--- src/rtl/fb_pkg.sv ---
// fb_pkg: shared types and defaults for the framebuffer write engine.
// Holds the FSM state encoding, default geometry/width constants and the
// frame-size helper used for elaboration-time range checking.
package fb_pkg;

    typedef enum logic [1:0] {
        ST_IDLE,
        ST_WRITE,
        ST_DRAIN,
        ST_DONE
    } state_t;

    localparam int DEF_H_RES  = 640;
    localparam int DEF_V_RES  = 480;
    localparam int DEF_DATA_W = 4;
    localparam int DEF_ADDR_W = 24;

    // Number of pixels in one frame, widened so large geometries cannot overflow.
    function automatic longint unsigned frame_size(input int h, input int v);
        return longint'(h) * longint'(v);
    endfunction

endpackage

--- src/rtl/fb_xy_counter.sv ---
// fb_xy_counter: raster position tracker for the framebuffer writer.
// Tracks the (x, y) position of the next incoming pixel, keeps the matching
// linear address as a running counter (no multiplier), and flags when the
// next pixel is the last one of the frame.
//   restart : next pixel becomes (1, 0) - the SOF pixel itself went to BASE_ADDR
//   advance : step one pixel in raster order
module fb_xy_counter
    import fb_pkg::*;
#(
    parameter int H_RES     = DEF_H_RES,
    parameter int V_RES     = DEF_V_RES,
    parameter int ADDR_W    = DEF_ADDR_W,
    parameter int BASE_ADDR = 0
) (
    input  logic              clk,
    input  logic              rst,
    input  logic              restart,
    input  logic              advance,
    output logic [ADDR_W-1:0] addr,
    output logic              last
);

    localparam int XW = $clog2(H_RES + 1);
    localparam int YW = $clog2(V_RES + 1);

    logic [XW-1:0] x;
    logic [YW-1:0] y;

    assign last = (x == XW'(H_RES - 1)) && (y == YW'(V_RES - 1));

    // Position and linear address of the pixel expected next.
    // NOTE: sequential state uses non-blocking assignments so every register
    // samples the pre-edge values, independent of statement order.
    always_ff @(posedge clk or posedge rst) begin
        if (rst) begin
            x    <= '0;
            y    <= '0;
            addr <= ADDR_W'(BASE_ADDR);
        end else if (restart) begin
            x    <= XW'(1);
            y    <= '0;
            addr <= ADDR_W'(BASE_ADDR) + ADDR_W'(1);
        end else if (advance) begin
            if (x == XW'(H_RES - 1)) begin
                x <= '0;
                y <= y + YW'(1);
            end else begin
                x <= x + XW'(1);
            end
            addr <= addr + ADDR_W'(1);
        end
    end

endmodule

--- src/rtl/fb_writer.sv ---
// fb_writer: framebuffer write-side engine.
// Accepts a valid/ready pixel stream with a start-of-frame marker and writes
// each pixel to BASE_ADDR + y*H_RES + x through a single output register
// slot that holds address/data stable under memory back-pressure. Pulses
// frame_done once the last pixel of a frame has been accepted by memory.
// Build option FB_WRITER_ERRCNT_EN: when defined, an s_sof seen mid-frame
// restarts the frame and bumps a saturating err_count; when undefined the
// marker is ignored mid-frame and err_count is tied to zero.
module fb_writer
    import fb_pkg::*;
#(
    parameter int H_RES     = DEF_H_RES,
    parameter int V_RES     = DEF_V_RES,
    parameter int DATA_W    = DEF_DATA_W,
    parameter int ADDR_W    = DEF_ADDR_W,
    parameter int BASE_ADDR = 0
) (
    input  logic              clk,
    input  logic              rst,
    input  logic              s_valid,
    output logic              s_ready,
    input  logic [DATA_W-1:0] s_data,
    input  logic              s_sof,
    output logic              mem_we,
    input  logic              mem_ready,
    output logic [ADDR_W-1:0] mem_addr,
    output logic [DATA_W-1:0] mem_wdata,
    output logic              frame_done,
    output logic              busy,
    output logic [7:0]        err_count
);

    localparam logic [ADDR_W-1:0] BASE = ADDR_W'(BASE_ADDR);

    // The whole frame must be addressable above BASE_ADDR.
    if (longint'(BASE_ADDR) + longint'(frame_size(H_RES, V_RES)) > longint'(64'd1 << ADDR_W)) begin : g_size_chk
        $error("fb_writer: BASE_ADDR + H_RES*V_RES exceeds the ADDR_W address space");
    end

    state_t            state, state_nxt;
    logic              slot_free;
    logic              take;
    logic              sof_err;
    logic              load;
    logic              load_base;
    logic              ctr_restart;
    logic              ctr_advance;
    logic [ADDR_W-1:0] ctr_addr;
    logic              ctr_last;

    // The slot can take a pixel when empty or when its write retires this cycle.
    assign slot_free = !mem_we || mem_ready;
    // A beat would happen here if the current state offers ready.
    assign take      = s_valid && slot_free && !rst;

`ifdef FB_WRITER_ERRCNT_EN
    assign sof_err = s_sof;
`else
    assign sof_err = 1'b0;
`endif

    fb_xy_counter #(
        .H_RES    (H_RES),
        .V_RES    (V_RES),
        .ADDR_W   (ADDR_W),
        .BASE_ADDR(BASE_ADDR)
    ) u_xy (
        .clk    (clk),
        .rst    (rst),
        .restart(ctr_restart),
        .advance(ctr_advance),
        .addr   (ctr_addr),
        .last   (ctr_last)
    );

    // FSM state register.
    always_ff @(posedge clk or posedge rst) begin
        if (rst) state <= ST_IDLE;
        else     state <= state_nxt;
    end

    // Next-state logic, handshake outputs and slot/counter control.
    // NOTE: every output of this block gets a default first so no path leaves
    // a signal unassigned, which would otherwise infer a latch.
    always_comb begin
        state_nxt   = state;
        s_ready     = 1'b0;
        busy        = 1'b0;
        frame_done  = 1'b0;
        load        = 1'b0;
        load_base   = 1'b0;
        ctr_restart = 1'b0;
        ctr_advance = 1'b0;
        case (state)
            ST_IDLE: begin
                s_ready = slot_free && !rst;
                if (take && s_sof) begin
                    load        = 1'b1;
                    load_base   = 1'b1;
                    ctr_restart = 1'b1;
                    state_nxt   = ST_WRITE;
                end
            end
            ST_WRITE: begin
                busy    = 1'b1;
                s_ready = slot_free && !rst;
                if (take) begin
                    load = 1'b1;
                    if (sof_err) begin
                        load_base   = 1'b1;
                        ctr_restart = 1'b1;
                    end else begin
                        ctr_advance = 1'b1;
                        if (ctr_last) state_nxt = ST_DRAIN;
                    end
                end
            end
            ST_DRAIN: begin
                busy = 1'b1;
                if (mem_we && mem_ready) state_nxt = ST_DONE;
            end
            ST_DONE: begin
                frame_done = 1'b1;
                state_nxt  = ST_IDLE;
            end
            default: state_nxt = ST_IDLE;
        endcase
    end

    // Output slot: loads on a beat, holds while the memory stalls.
    always_ff @(posedge clk or posedge rst) begin
        if (rst) begin
            mem_we    <= 1'b0;
            mem_addr  <= '0;
            mem_wdata <= '0;
        end else if (slot_free) begin
            mem_we <= load;
            if (load) begin
                mem_addr  <= load_base ? BASE : ctr_addr;
                mem_wdata <= s_data;
            end
        end
    end

`ifdef FB_WRITER_ERRCNT_EN
    logic err_inc;
    assign err_inc = (state == ST_WRITE) && take && s_sof;

    // Saturating count of start-of-frame markers seen mid-frame.
    always_ff @(posedge clk or posedge rst) begin
        if (rst)                             err_count <= '0;
        else if (err_inc && err_count != 8'hFF) err_count <= err_count + 8'd1;
    end
`else
    assign err_count = '0;
`endif

endmodule
--- config.mk ---
export PLATFORM = sky130hd
export DESIGN_NAME = fb_writer
export DESIGN_NICKNAME = d
export VERILOG_FILES = /design/src/rtl/fb_pkg.sv /design/src/rtl/fb_xy_counter.sv /design/src/rtl/fb_writer.sv
export SDC_FILE = /design/constraint.sdc
export NUM_CORES = 1
export LEC_CHECK = 0
export CAP_MARGIN = 25
export CORE_ASPECT_RATIO = 1.2
export CORE_UTILIZATION = 55
export DETAILED_ROUTE_END_ITERATION = 8
export PLACE_DENSITY = 0.91
export SYNTH_ARGS = -nofsm -noshare
export SYNTH_HDL_FRONTEND = slang
export SYNTH_HIERARCHICAL = 1
export SYNTH_SLANG_ARGS = --single-unit
--- constraint.sdc ---
create_clock -name clk -period 2.9 [get_ports clk]
set_input_delay 0.58 -clock clk [delete_from_list [all_inputs] [get_ports clk]]
set_output_delay 0.58 -clock clk [all_outputs]
set_load 0.05 [all_outputs]
**Word level (Yosys, flattened, before mapping)**

Index checks and enable logic that the tools add are counted.
W data, S select, Z words.

- Bits in registers: 74
- Memories: 0
- RAM bits: 0
- Bits in read-only memories: 0
- Latch bits: 0

- Shifts and indexed selects: 0
- Divide/modulo/power cells: 0
- Equal/unequal tests: 9
- Muxes and demuxes: 22
- Bitwise gates (word level): 0
- $add $sub $neg: 3
- Multiply operators: 0
- Magnitude comparators: 0
- Reduce and logical (&&, ||, !) cells: 17

Operators by type and width:

| operator | count |
|---|---|
| $mux W24 | 3 |
| $mux W10 | 3 |
| $mux W9 | 3 |
| $add A24 B1 Y24 const B | 1 |
| $add A10 B1 Y10 const B | 1 |
| $eq A10 B10 Y1 const B | 1 |
| $add A9 B1 Y9 const B | 1 |
| $eq A9 B9 Y1 const B | 1 |
| $mux W2 | 4 |
| $ne A2 B2 Y1 const B | 4 |
| $pmux W2 S4 | 1 |
| $mux W1 | 7 |
| $logic_and A1 B1 Y1 | 6 |
| $eq A2 B2 Y1 const B | 2 |
| $reduce_and A2 Y1 | 2 |
| $reduce_and A4 Y1 | 1 |
| $reduce_bool A2 Y1 | 2 |
| $reduce_or A2 Y1 | 2 |
| $eq A2 B1 Y1 const B | 1 |
| $logic_not A1 Y1 | 2 |
| $logic_not A2 Y1 | 1 |
| $pmux W1 S2 | 1 |
| $logic_or A1 B1 Y1 | 1 |

**Logic depth before layout (Yosys ltp)**

- Depth in word-level cells: 9
- Mapped depth: 11

**Hierarchy**

Netlist, hierarchy kept.

Modules (own cells, without submodules):

| module | area an instance (um^2) | times used | cells each |
|---|---|---|---|
| fb_xy_counter | 2263.4 | 1 | 234 |
| fb_writer | 1458.9 | 1 | 150 |

**Least setup slack after synthesis**

OpenSTA, ideal clock, no wires.

- Path kind: register to register
- Start point: register mem_we
- End point: register u_xy.y[7]
- Arrival time: 2.597 ns
- Stages on the path, launching flop included: 9
- Path slack: 0.176 ns
- Cell sequence: dfrtp_1 > nand2b_4 > nand3_2 > inv_2 > buf_2 > nand4_1 > nor3_2 > and4_1 > mux2_1

- Elaborated cells on any way between the ends: 13
- Classes of those cells: mux: 5; reduce/logical: 8

RTL lines:

| item | line | RTL |
|---|---|---|
| start, declared | fb_writer.sv:24 | `output logic mem_we,` |
| start signal, assigned | fb_writer.sv:137 | `mem_we <= load;` |
| $logic_not A1 Y1 | fb_writer.sv:52 | `assign slot_free = !mem_we \|\| mem_ready;` |
| $logic_or A1 B1 Y1 | fb_writer.sv:52 |  |
| $logic_and A1 B1 Y1 (2 in a row) | fb_writer.sv:54 | `assign take = s_valid && slot_free && !rst;` |
| $mux W1 | n/a |  |
| $mux W1 | fb_writer.sv:94 | `case (state)` |
| via ctr_advance | fb_writer.sv:47 | `logic ctr_advance;` |
| $reduce_bool A2 Y1 (no source line) | n/a |  |
| $reduce_and A2 Y1 (no source line) | n/a |  |
| end signal, assigned | fb_xy_counter.sv:46 | `y <= y + YW'(1);` |
| end, declared | fb_xy_counter.sv:27 | `logic [YW-1:0] y;` |

The timed path passes the listed nets, and every way through them passes these cells.
A chain may end at the register's enable or synchronous reset.

**Worst setup path in the final report**

- Start point: register state[1]
- End point: output port busy

- Cells in the longest elaborated chain, start to end: 3
- Elaborated cells on any way between the ends: 4
- Classes of those cells: eq/ne: 2; mux: 1; reduce/logical: 1

RTL lines:

| item | line | RTL |
|---|---|---|
| start, declared | fb_writer.sv:40 | `state_t state, state_nxt;` |
| start signal, assigned | fb_writer.sv:79 | `else state <= state_nxt;` |
| $eq A2 B2 Y1 / $eq A2 B1 Y1 (equally long branches) | fb_writer.sv:94 |  |
| $reduce_or A2 Y1 (no source line) (*) | n/a |  |
| $mux W1 (*) | fb_writer.sv:94 |  |
| end, declared | fb_writer.sv:29 | `output logic busy,` |

Mark *: on every way between the ends. The rest lies on a longest branch, timed or not.

==> flow_summary.yaml <==
setup_path:
  cp-start-kind: "register"
  rr_startpoint: "state[0]"
  r2r_cells: 7
  path_class: "reg2out"
  cp_max_fo: 4
  crit_path_end_kind: "output pin"
  worstPathRequired_ps: 2320
  rrSetupSlack_ps: 530
  reg2reg_to: "u_xy/addr[19]"
  crit_arrival_ps: 1970
final_layout:
  ff_latch_area_um2: 1852
  final_cells: 517
  final_common_cell: "dfrtp_1"
  final_cell_mix: "dfrtp_1, nand2_1, clkdlybuf4s50_1"
  nNetsFinal: 445
  drive_above_1_share: 0.1065
  fill_cells: 494
  num_antenna_cells: 0
  multi_input_area_um2: 1698
  syn2layout_area_growth_pct: 17.48
synthesis:
  netlist_area_um2: 3722
  yosys_warnings: 6
  yosys.area.top_type: "dfrtp_1"
  ys_types: 49
  synth_seq_cells: 74
  syn_area_per_cell_um2: 9.694
  synthTopCellsByArea: "dfrtp_1, nand2_1, a21oi_1, nor2_1, ha_1"
  synth_top_area_frac: 0.4975
  synthFlopType: "dfrtp_1"
  postSynthCellCount: 384
  ys_seq_area_frac: 0.4975
  synth_edf_count: 0
  async_flop_share: 1.000
pwr:
  vdd_drop_max_mv: 0.4929
  power.density_nw_per_um2: 652.3
  p_leak_nw: 1.903
timing:
  tns_ps: 0
  rsz0062_at_grt: "false"
  timing.hold.ws_ps: 509.8
  hold_viol: 0
  setup_viol: 0
  skew_ps: 13.46
  max_clock_freq_mhz: 392.2
  fin_crit_ps: 2550
  slew_violations: 0
  slew_headroom: 0.5441
  worstMarginPinSlew_ps: 683.1
  min_period_over_period: 0.8792
grt:
  gr-total-overflow: 0
  grt_first_pass_wirelength_um: 13530
  antenna_found_initial: 0
  gr-usage-all-layers: 0.2445
  grt_max_degree: 55
  grt_pass1_vias: 2926
hold_path:
  hold_path_depth: 1
  hold_end: "mem_wdata[2]"
  worstHoldStart: "mem_wdata[2]"
  min_path_type: "reg2reg"
floorplanning:
  die_x_um: 77.10
  die_height_um: 92.12
  start_util: 0.5739
  core_area_um2: 6486
  ios: 49
  rows: 32
  dieArea_um2: 7102
detailed_routing:
  viasPerCell: 5.663
  num_vias: 2928
  routedWlPerCell_um: 15.13
  drt-pass1-iter-count: 4
  drt-total-wl_um: 7823
  antenna_left: 0
  drc: 0
  drtIter0Drc: 308
cts:
  tritoncts: "built"
  ctsResizeCount: 0
  clk_latency_ps: 360
  cts_sinks: 74
  cts.htree.levels: 3
  clk_path_buf_depth: 2
  postCtsSetupBuffers: 0
  hold_buffers: 0
  cts-root-buf: "clkbuf_8"
  cts-buffers-inserted: 9
  clkTransAtPathRegs_ps: 80
placement:
  place_hpwl_um: 5553
  dp_cells: 502
  port_buffers: 40
  place_congestion: 0.8240
outcome:
  status: "finished, final reports clean"
run:
  drv_cap: 0
==> registers in the layout (all words and copies together), names as in the netlist <==
signal	cells
mem_addr	24
u_xy/addr	24
u_xy/x	10
u_xy/y	9
mem_wdata	4
state	2
mem_we	1
==> final cells by class <==
class | instances | share of cell area
clock buffer | 9 | 0.02833
clock inverter | 6 | 0.008011
inverter | 10 | 0.008584
multi-input combinational | 280 | 0.3883
sequential | 74 | 0.4235
tap | 85 | 0.02432
timing repair buffer | 53 | 0.1190
==> worst max path at each step <==
stage / startpoint / to / slack, ps / cells past startpoint
floorplan: mem_we / u_xy/y[7] / 180 / 8
finish: state[1] / busy / 350 / 3
CTS: state[1] / busy / 340 / 3
global placement: rst / u_xy/addr[23] / 120 / 7
detailed placement: rst / u_xy/addr[19] / 30 / 7
global route: rst / u_xy/addr[23] / 210 / 7
==> per-layer routing <==
metal | vias up | GRT usage | routed length [um]
met3 | 21 | 0.05174 | 358
met5 | - | 0 | 0
met1 | 1423 | 0.2851 | 3097
met2 | 85 | 0.4286 | 4137
met4 | 0 | 0.1132 | 230
li1 | 1399 | - | -
==> cell usage after synthesis (3+ instances only) <==
master,count
nor4_1,3
o21ai_0,5
nor2_1,30
and3_1,3
nand3_1,13
o31ai_1,10
nor2b_1,7
or4_1,9
clkbuf_1,8
nand4_1,11
a21oi_1,37
buf_4,8
inv_1,9
buf_2,6
or3_1,4
mux2_1,5
xor2_1,11
nor3_1,7
buf_6,3
nand2_1,64
dfrtp_1,74
mux2_2,5
xnor2_1,9
and4_1,3
nand2b_1,3
ha_1,8
==> critical path: stages, from the launching register on <==
cell	delay (ps)
dfrtp_1	400
inv_1	100
ha_1	310
clkdlybuf4s50_1	800
==> logic make-up (layout without fill, tap and decap cells) <==
| logic type | count (synthesis) | count (layout) | synth area share |
|---|---|---|---|
| DFF | 74 | 74 | 0.4975 |
| AOI/OAI and AO/OA | 62 | 62 | 0.09916 |
| other | 1 | 8 | 0.001007 |
| muxes | 13 | 13 | 0.03966 |
| xor gates and xnor gates | 20 | 20 | 0.04706 |
| and+or+nand+nor | 169 | 169 | 0.2353 |
| adders and majority gates | 8 | 8 | 0.02689 |
| buffers and inverters | 37 | 78 | 0.05345 |
==> power by group <==
part	switching (mW)	internal [mW]	leakage [nW]	total, mW
combinational	0.585	0.343	0.812	0.927
clock	0.385	0.299	0.0806	0.684
sequential	0.0998	1.14	1.01	1.24
total	1.07	1.78	1.90	2.85
==> per-stage QoR <==
step	worst slack, ps	power (mW)	instance area, um^2	utilization
after CTS	336.5	2.868	4373	0.6742
after floorplan	175.7	1.916	3749	-
after detailed placement	29.92	2.190	4214	0.6497
after global placement	124.1	2.159	4214	0.6497
final	350.4	2.852	4373	0.6742
after global routing	205.2	2.987	4373	0.6742
Power figures use the tool's default switching activity.
